$ cat config.mk
export PLATFORM = sky130hd
export DESIGN_NAME = me_best_mv_tracker
export DESIGN_NICKNAME = d
export VERILOG_FILES = /design/src/rtl/me_best_mv_tracker.sv
export SDC_FILE = /design/constraint.sdc
export NUM_CORES = 1
export LEC_CHECK = 0
export CELL_PAD_IN_SITES_DETAIL_PLACEMENT = 0
export CELL_PAD_IN_SITES_GLOBAL_PLACEMENT = 2
export CORE_UTILIZATION = 28
export DETAILED_ROUTE_END_ITERATION = 10
export PLACE_DENSITY = 0.89
export SYNTH_ARGS = -nofsm -noshare
export SYNTH_HDL_FRONTEND = slang
export SYNTH_SLANG_ARGS = --single-unit
$ cat constraint.sdc
create_clock -name clk -period 3.3 [get_ports clk]
set_input_delay 0.495 -clock clk [delete_from_list [all_inputs] [get_ports clk]]
set_output_delay 0.495 -clock clk [all_outputs]
set_load 0.02 [all_outputs]
$ cat src/rtl/me_best_mv_tracker.sv
// Running-minimum SAD tracker for motion estimation: two-stage min search over
// NUM_CAND-lane batches, BATCHES per block, emitting best SAD and (mv_x, mv_y).
module me_best_mv_tracker #(
  parameter int NUM_CAND = 16,
  parameter int SAD_W    = 14,
  parameter int BATCHES  = 16,
  parameter int SEARCH_W = 16,
  parameter int TIE_LAST = 0,
  localparam int POS_W   = $clog2(NUM_CAND * BATCHES),
  localparam int X_W     = $clog2(SEARCH_W),
  localparam int Y_RAW   = $clog2(NUM_CAND * BATCHES / SEARCH_W),
  localparam int Y_W     = (Y_RAW < 1) ? 1 : Y_RAW
) (
  input  logic                      clk,
  input  logic                      rst,
  input  logic                      in_valid,
  output logic                      in_ready,
  input  logic [NUM_CAND*SAD_W-1:0] in_sad,
  input  logic                      abort,
  output logic                      res_valid,
  input  logic                      res_ready,
  output logic [SAD_W-1:0]          res_sad,
  output logic [POS_W-1:0]          res_pos,
  output logic [X_W-1:0]            res_mv_x,
  output logic [Y_W-1:0]            res_mv_y
);

  localparam int LANE_W = $clog2(NUM_CAND);
  localparam int B_W    = $clog2(BATCHES);
  localparam int XS_W   = X_W + 1;
  localparam int STEP_X = NUM_CAND % SEARCH_W;
  localparam int STEP_Y = NUM_CAND / SEARCH_W;

  // Both ports are valid/ready: a transfer happens on a rising edge where valid
  // and ready are both high; a producer holds its payload stable until then.
  logic              accept;
  logic              batch_last;

  logic [B_W-1:0]    batch_q;
  logic [X_W-1:0]    base_x_q, base_x_d;
  logic [Y_W-1:0]    base_y_q, base_y_d;

  logic              s1_valid_q, s1_first_q, s1_last_q;
  logic [SAD_W-1:0]  s1_sad_q;
  logic [POS_W-1:0]  s1_pos_q;
  logic [X_W-1:0]    s1_x_q, s1_x_d;
  logic [Y_W-1:0]    s1_y_q, s1_y_d;

  logic              rm_valid_q;
  logic [SAD_W-1:0]  rm_sad_q;
  logic [POS_W-1:0]  rm_pos_q;
  logic [X_W-1:0]    rm_x_q;
  logic [Y_W-1:0]    rm_y_q;

  logic              res_valid_q;
  logic [SAD_W-1:0]  res_sad_q;
  logic [POS_W-1:0]  res_pos_q;
  logic [X_W-1:0]    res_x_q;
  logic [Y_W-1:0]    res_y_q;

  logic [SAD_W-1:0]  lane_sad, cur_sad;
  logic [LANE_W-1:0] lane_idx;
  logic [XS_W-1:0]   lane_x, xs, bx;
  logic [Y_W-1:0]    lane_y;

  logic              take_new;
  logic [SAD_W-1:0]  win_sad;
  logic [POS_W-1:0]  win_pos;
  logic [X_W-1:0]    win_x;
  logic [Y_W-1:0]    win_y;

  assign in_ready   = !(res_valid_q && !res_ready);
  assign accept     = in_valid && in_ready && !abort;
  assign batch_last = (batch_q == B_W'(BATCHES - 1));

  // Lane minimum; per-lane mod/div by SEARCH_W fold to constants when unrolled.
  always_comb begin
    lane_sad = in_sad[SAD_W-1:0];
    lane_idx = '0;
    lane_x   = '0;
    lane_y   = '0;
    cur_sad  = '0;
    for (int i = 1; i < NUM_CAND; i++) begin
      cur_sad = in_sad[i*SAD_W +: SAD_W];
      if ((TIE_LAST != 0) ? (cur_sad <= lane_sad) : (cur_sad < lane_sad)) begin
        lane_sad = cur_sad;
        lane_idx = LANE_W'(i);
        lane_x   = XS_W'(i % SEARCH_W);
        lane_y   = Y_W'(i / SEARCH_W);
      end
    end
  end

  // Batch base coordinates advance by NUM_CAND positions with one wrap step.
  always_comb begin
    xs = {1'b0, base_x_q} + lane_x;
    if (xs >= XS_W'(SEARCH_W)) begin
      s1_x_d = X_W'(xs - XS_W'(SEARCH_W));
      s1_y_d = base_y_q + lane_y + Y_W'(1);
    end else begin
      s1_x_d = X_W'(xs);
      s1_y_d = base_y_q + lane_y;
    end
    bx = {1'b0, base_x_q} + XS_W'(STEP_X);
    if (bx >= XS_W'(SEARCH_W)) begin
      base_x_d = X_W'(bx - XS_W'(SEARCH_W));
      base_y_d = base_y_q + Y_W'(STEP_Y) + Y_W'(1);
    end else begin
      base_x_d = X_W'(bx);
      base_y_d = base_y_q + Y_W'(STEP_Y);
    end
  end

  always_ff @(posedge clk or posedge rst) begin
    if (rst) begin
      batch_q    <= '0;
      base_x_q   <= '0;
      base_y_q   <= '0;
      s1_valid_q <= 1'b0;
      s1_first_q <= 1'b0;
      s1_last_q  <= 1'b0;
      s1_sad_q   <= '0;
      s1_pos_q   <= '0;
      s1_x_q     <= '0;
      s1_y_q     <= '0;
    end else if (abort) begin
      batch_q    <= '0;
      base_x_q   <= '0;
      base_y_q   <= '0;
      s1_valid_q <= 1'b0;
    end else begin
      s1_valid_q <= accept;
      if (accept) begin
        batch_q    <= batch_last ? '0 : batch_q + B_W'(1);
        base_x_q   <= batch_last ? '0 : base_x_d;
        base_y_q   <= batch_last ? '0 : base_y_d;
        s1_first_q <= (batch_q == '0);
        s1_last_q  <= batch_last;
        s1_sad_q   <= lane_sad;
        s1_pos_q   <= {batch_q, lane_idx};
        s1_x_q     <= s1_x_d;
        s1_y_q     <= s1_y_d;
      end
    end
  end

  // Batch 0 (or an empty running min) always wins; afterwards the tie rule applies.
  always_comb begin
    take_new = s1_first_q || !rm_valid_q ||
               ((TIE_LAST != 0) ? (s1_sad_q <= rm_sad_q) : (s1_sad_q < rm_sad_q));
    win_sad  = take_new ? s1_sad_q : rm_sad_q;
    win_pos  = take_new ? s1_pos_q : rm_pos_q;
    win_x    = take_new ? s1_x_q   : rm_x_q;
    win_y    = take_new ? s1_y_q   : rm_y_q;
  end

  always_ff @(posedge clk or posedge rst) begin
    if (rst) begin
      rm_valid_q  <= 1'b0;
      rm_sad_q    <= '0;
      rm_pos_q    <= '0;
      rm_x_q      <= '0;
      rm_y_q      <= '0;
      res_valid_q <= 1'b0;
      res_sad_q   <= '0;
      res_pos_q   <= '0;
      res_x_q     <= '0;
      res_y_q     <= '0;
    end else begin
      if (abort) begin
        rm_valid_q <= 1'b0;
      end else if (s1_valid_q) begin
        rm_valid_q <= !s1_last_q;
        rm_sad_q   <= win_sad;
        rm_pos_q   <= win_pos;
        rm_x_q     <= win_x;
        rm_y_q     <= win_y;
      end
      if (!abort && s1_valid_q && s1_last_q) begin
        res_valid_q <= 1'b1;
        res_sad_q   <= win_sad;
        res_pos_q   <= win_pos;
        res_x_q     <= win_x;
        res_y_q     <= win_y;
      end else if (res_ready) begin
        res_valid_q <= 1'b0;
      end
    end
  end

  assign res_valid = res_valid_q;
  assign res_sad   = res_sad_q;
  assign res_pos   = res_pos_q;
  assign res_mv_x  = res_x_q;
  assign res_mv_y  = res_y_q;

endmodule

Word level (Yosys, flattened, before mapping)
Cells that the tools add are included.
- bits in latches: 0
- input bits: 229
- bits in registers: 107
- memories: 0
- bits in read-only memories: 0
- output and inout port bits: 32
- bits in writable memories: 0
- logic and storage cells: 133
- equal/unequal tests: 1
- order comparisons: 18
- shift-type cells: 0
- multipliers: 0
- bitwise gates (word level): 1
- div/mod/pow operators: 0
- muxes and demuxes: 67
- reduce and logical (&&, ||, !) cells: 20
- add/sub/neg operators: 6
- operator list (kind ; number):
    $lt A14 B14 Y1 ; 16
    $mux W14 ; 16
    $mux W4 ; 28
    $mux W5 ; 14
    $add A4 B1 Y4 const B ; 3
    $mux W8 ; 1
    $sub A4 B1 Y4 const B ; 2
    $mux W1 ; 7
    $reduce_and A2 Y1 ; 3
    $reduce_bool A2 Y1 ; 3
    $add A4 B5 Y5 ; 1
    $ge A4 B5 Y1 const B ; 1
    $ge A5 B5 Y1 const B ; 1
    $logic_and A1 B1 Y1 ; 5
    $logic_not A1 Y1 ; 5
    $eq A4 B4 Y1 const B ; 1
    $logic_not A4 Y1 ; 1
    $reduce_bool A3 Y1 ; 1
    $logic_or A1 B1 Y1 ; 2
    $mux W2 ; 1
    $not A1 Y1 ; 1

Logic depth before layout (Yosys ltp)
- depth after elaboration: 33
- gate-level depth with buffers: 183
- depth with buffers taken out: 163

Worst setup path after synthesis
Ideal clock, no wire load.
- path kind: input to register
- start: input port in_sad[13]
- end: register s1_sad_q[10]
- data required time: 3176 ps
- path buffers: 21
- setup time: 124 ps
- cell stages on the path: 173
- data arrival time: 31707 ps
- slack: -28531 ps
- path through: inv_1 -> ha_1 -> nand2_1 -> nor4_1 -> a221o_1 -> buf_4 -> buf_1 -> mux2i_1 -> ha_1 -> nor2_1 -> nand2_1 -> or3b_1 -> a221oi_2 -> o21ai_2 -> nand2_1 -> clkbuf_1 -> nor2_1 -> a21oi_1 -> [137 not listed] -> buf_4 -> mux2_4 -> ha_1 -> a21oi_1 -> nor2b_1 -> o21ai_0 -> nand2b_1 -> a21oi_1 -> nor2b_1 -> o21ai_0 -> nand2b_1 -> a21oi_1 -> and3_1 -> nor2b_1 -> a32oi_4 -> nand3_1 -> buf_2 -> o21bai_1
- cells in the longest elaborated chain, start to end: 30
- ends and longest elaborated chain (element ; line ; source):
    from (decl) ; 18 ; input logic [NUM_CAND*SAD_W-1:0] in_sad,
    $lt A14 B14 Y1 ; 85 ; if ((TIE_LAST != 0) ? (cur_sad <= lane_sad) : (cur_sad < lane_sad)) begin
    $mux W14 (*) ; 85 ;
    $lt A14 B14 Y1 ; 85 ;
    $mux W14 (*) ; 85 ;
    $lt A14 B14 Y1 ; 85 ;
    $mux W14 (*) ; 85 ;
    $lt A14 B14 Y1 ; 85 ;
    $mux W14 (*) ; 85 ;
    [14 not listed] ; -- ;
    $lt A14 B14 Y1 ; 85 ;
    $mux W14 (*) ; 85 ;
    $lt A14 B14 Y1 ; 85 ;
    $mux W14 (*) ; 85 ;
    $lt A14 B14 Y1 ; 85 ;
    $mux W14 (*) ; 85 ;
    $lt A14 B14 Y1 ; 85 ;
    $mux W14 (*) ; 85 ;
    to (signal assigned) ; 139 ; s1_sad_q <= lane_sad;
    to (decl) ; 44 ; logic [SAD_W-1:0] s1_sad_q;
Mark *: on every way between the ends. The rest lies on a longest branch, timed or not.
A chain may end at the register's enable or synchronous reset.

Final worst setup path
- start: input port in_sad[23]
- end: register s1_pos_q[1]
- cells in the longest elaborated chain, start to end: 30
- elaborated cells between the ends (all ways): 43
- those cells by class: order compare: 15; mux: 28
- ends and longest elaborated chain (element ; line ; source):
    $lt A14 B14 Y1 ; 85 ;
    $mux W14 (*) ; 85 ;
    $lt A14 B14 Y1 ; 85 ;
    $mux W14 ; 85 ;
    $lt A14 B14 Y1 ; 85 ;
    $mux W14 ; 85 ;
    $lt A14 B14 Y1 ; 85 ;
    $mux W14 ; 85 ;
    [14 not listed] ; -- ;
    $lt A14 B14 Y1 ; 85 ;
    $mux W14 ; 85 ;
    $lt A14 B14 Y1 ; 85 ;
    $mux W14 ; 85 ;
    $lt A14 B14 Y1 ; 85 ;
    $mux W14 ; 85 ;
    $lt A14 B14 Y1 ; 85 ;
    $mux W4 (*) ; 85 ;
    to (signal assigned) ; 140 ; s1_pos_q <= {batch_q, lane_idx};
    to (decl) ; 45 ; logic [POS_W-1:0] s1_pos_q;
Marked as above.

==> out/metrics.csv <==
metric,value,unit
Post-Syn Nets,2120,
# Max-Cap Violations,0,
Longest Clk Path Bufs,2,
"Slowest-stage cell, CP",or3b_4,
commonest cells in the netlist,"228 x nand2_1, 175 x ha_1, 160 x inv_1",
Post-Place Setup Slack,-26.15,ns
die height,218,um
clock sink count,99,
CP peak stage delay,0.42,ns
routability cong.,0.956,
clk_skew,0.00878,ns
unique cell type count in the Yosys netlist,103,
row cnt,78,
largest net degree at the start of global routing,62,
via-per-instance ratio,4.98,
Max VDD drop,0.715,mV
synth warn,0,
Clock transition at path regs,0.07,ns
ys flop type,dfrtp_1,
Final Max Tran Viols,0,
Startpoint Class,input pin,
reg-to-reg startpoint,rm_sad_q[1],
status,"complete, but fails checks",
Layout Utilization,52.2,%
Final Setup Violations,18,
Mean Syn Cell Area,7.63,sq um
clock tree root buffer cell,clkbuf_16,
Syn Std Cell Area,13100,sq um
Required @ worst endpoint,3.53,ns
CTS tree,done,
top-area cell type share of the netlist area,18.9,%
area delta synth->final,82.6,%
HPWL after detailed placement,41600,um
I/O pin count,261,
Synth area leader,dfrtp_1,
relative slew slack,47.3,%
WL final,53300,um
fin crit period,27.69,ns
grt ovf,0,
GRT Total Usage,21.3,%
"EDFF count, synth",0,
layout cells sized above 1,43.6,%
CP most frequent cell,buf_4,
Initial Util,28.6,%
failing checks,negative setup slack,
first drt pass iteration count,5,
vias,16000,
Crit. End Element,flop,
Hold Crit Class,flop to flop,
Initial DRC Count,1118,
initial antenna violation count,6,
first-pass GRT wire length,83000,um
HP Start,s1_last_q,
R2R Setup Slk,0.28,ns
Final Worst Setup Slack,-24.39,ns
Detail Route Antenna Nets,0,
Setup Crit Path Kind,input pin to flop,
"Seq/Total Area, Yosys",18.9,%
clk_lat worst skew,0.35,ns
setup TNS,-437.01,ns
Pwr Density,1200,nW/um^2
final worst-path cycle share,839,%
die area,47700,sq um
RSZ-0062 raised after global routing,true,
most common cell in the netlist,nand2_1,
worst slew pin tran,0.778,ns
asr flop ratio synth,100,%
nets@finish,3011,
routed len/inst,16.5,um
CTS Buf Count,9,
H-tree depth,3,
DRC Markers,0,
core area,45800,sq um
I/O Buffers,260,
f_max,36.1,MHz
Synth Instances,1716,
Final Hold Fails,0,
critical path data arrival time,27.93,ns
largest cells by area after synthesis,"dfrtp_1 19%, ha_1 17%, nand2_1 6.5%",
CP Launch Point,in_sad[23],
Die X,218,um
vias in the first global route,16300,
leakage,11.2,nW
Seq cells post-synth,99,
crit-path max FO,8,
[kinds of logic (layout without fill, tap and decap cells)]
family                     after synthesis  in the layout  synth area share, %
buffers and inverters                  220           1111                 6.52
adders and majority gates              179            179                 17.0
other                                    0              7                    0
and+or+nand+nor                        567            570                 19.8
muxes                                  132            132                 10.9
DFF                                     99             99                 18.9
xor gates and xnor gates                22             22                 1.47
AOI/OAI and AO/OA                      497            499                 25.4
[through the flow]
stage	area, sq um	total power [mW]	instances	hold WS [ns]
2_1_floorplan	13800	13.3	1716	0.431
3_3_place_gp	20600	21.4	3032	0.456
3_5_place_dp	20600	21.9	3032	0.462
4_1_cts	23000	26.7	3175	0.479
5_1_grt	23900	31.0	3218	0.501
6_report	23900	28.8	3219	0.476
[cell type report]
cell class | instances | area (sq um)
Fill cell | 4131 | 21900
Multi-Input combinational cell | 1402 | 11900
Timing Repair Buffer | 935 | 7800
Sequential cell | 99 | 2480
Tap cell | 600 | 751
Inverter | 160 | 636
Clock buffer | 9 | 225
Clock inverter | 7 | 101
Antenna cell | 7 | 17.5
[layer usage]
layer | vias to the layer above | routed length, um | global-route usage (%)
li1 | 7983 | - | -
met1 | 7541 | 23700 | 27.2
met2 | 411 | 26300 | 37.7
met3 | 110 | 1470 | 1.41
met4 | 0 | 1770 | 7.27
met5 | - | 0 | 0
[cells in the final DEF, fill, tap and decap left out, types with 17 or more instances in the layout]
| master | Yosys | layout |
|---|---|---|
| inv_1 | 160 | 120 |
| nor2_2 | 1 | 18 |
| o21ai_1 | 17 | 31 |
| a21oi_1 | 142 | 81 |
| nand4_1 | 22 | 22 |
| mux2i_1 | 72 | 53 |
| nand3_1 | 37 | 28 |
| mux2_2 | 49 | 40 |
| buf_4 | 3 | 636 |
| dfrtp_1 | 99 | 99 |
| o21ai_0 | 119 | 89 |
| nor2_1 | 152 | 125 |
| nand2b_1 | 22 | 20 |
| ha_4 | 0 | 55 |
| o211ai_1 | 17 | 17 |
| clkdlybuf4s50_1 | 0 | 232 |
| a21o_1 | 36 | 36 |
| nor2b_1 | 18 | 17 |
| a21oi_2 | 1 | 48 |
| ha_1 | 175 | 114 |
| nand2_1 | 228 | 209 |
| buf_2 | 8 | 21 |
| buf_6 | 1 | 32 |
| mux2_4 | 8 | 17 |
| inv_2 | 0 | 28 |
[path summary, 6_finish.rpt]
kind | endpoint | cells past startpoint
min | rm_valid_q | 1
max | s1_pos_q[1] | 165
max in group asynchronous | res_mv_x[1] | 3
min reg2reg | rm_valid_q | 1
min in group asynchronous | rm_y_q[3] | 2
max reg2reg | rm_x_q[2] | 19
[critical path, delay by kind of cell]
kind | cells | cell delay (ns)
multiplexers | 9 | 2.20
AND/OR/NAND/NOR | 44 | 6.15
AO/OA/AOI/OAI | 45 | 8.81
buffers and inverters | 53 | 6.37
adder cells (fa/ha/maj) | 14 | 3.80
[power breakdown]
group          switching [mW]  internal [mW]
Sequential              0.258           1.59
Clock                   0.469          0.669
Combinational            11.9           13.9
Total                    12.6           16.1
[state kept, by name, summed over array words and instances (netlist names), 4 cells and up]
register and flops:
rm_x_q 4, s1_sad_q 14, batch_q 4, res_mv_x 4, res_pos 8, rm_y_q 4, res_sad 14, base_y_q 4
res_mv_y 4, s1_pos_q 8, rm_pos_q 8, s1_y_q 4, rm_sad_q 14
[what timing repair did]
action	4_1_cts	5_1_grt
setup buffers	120	38
hold buffers	0	0
cloned	8	2
pin swaps	173	147
setup endpoints to repair	18	78
gates resized for setup	342	133
No activity file was read; power rests on OpenSTA's default activity.
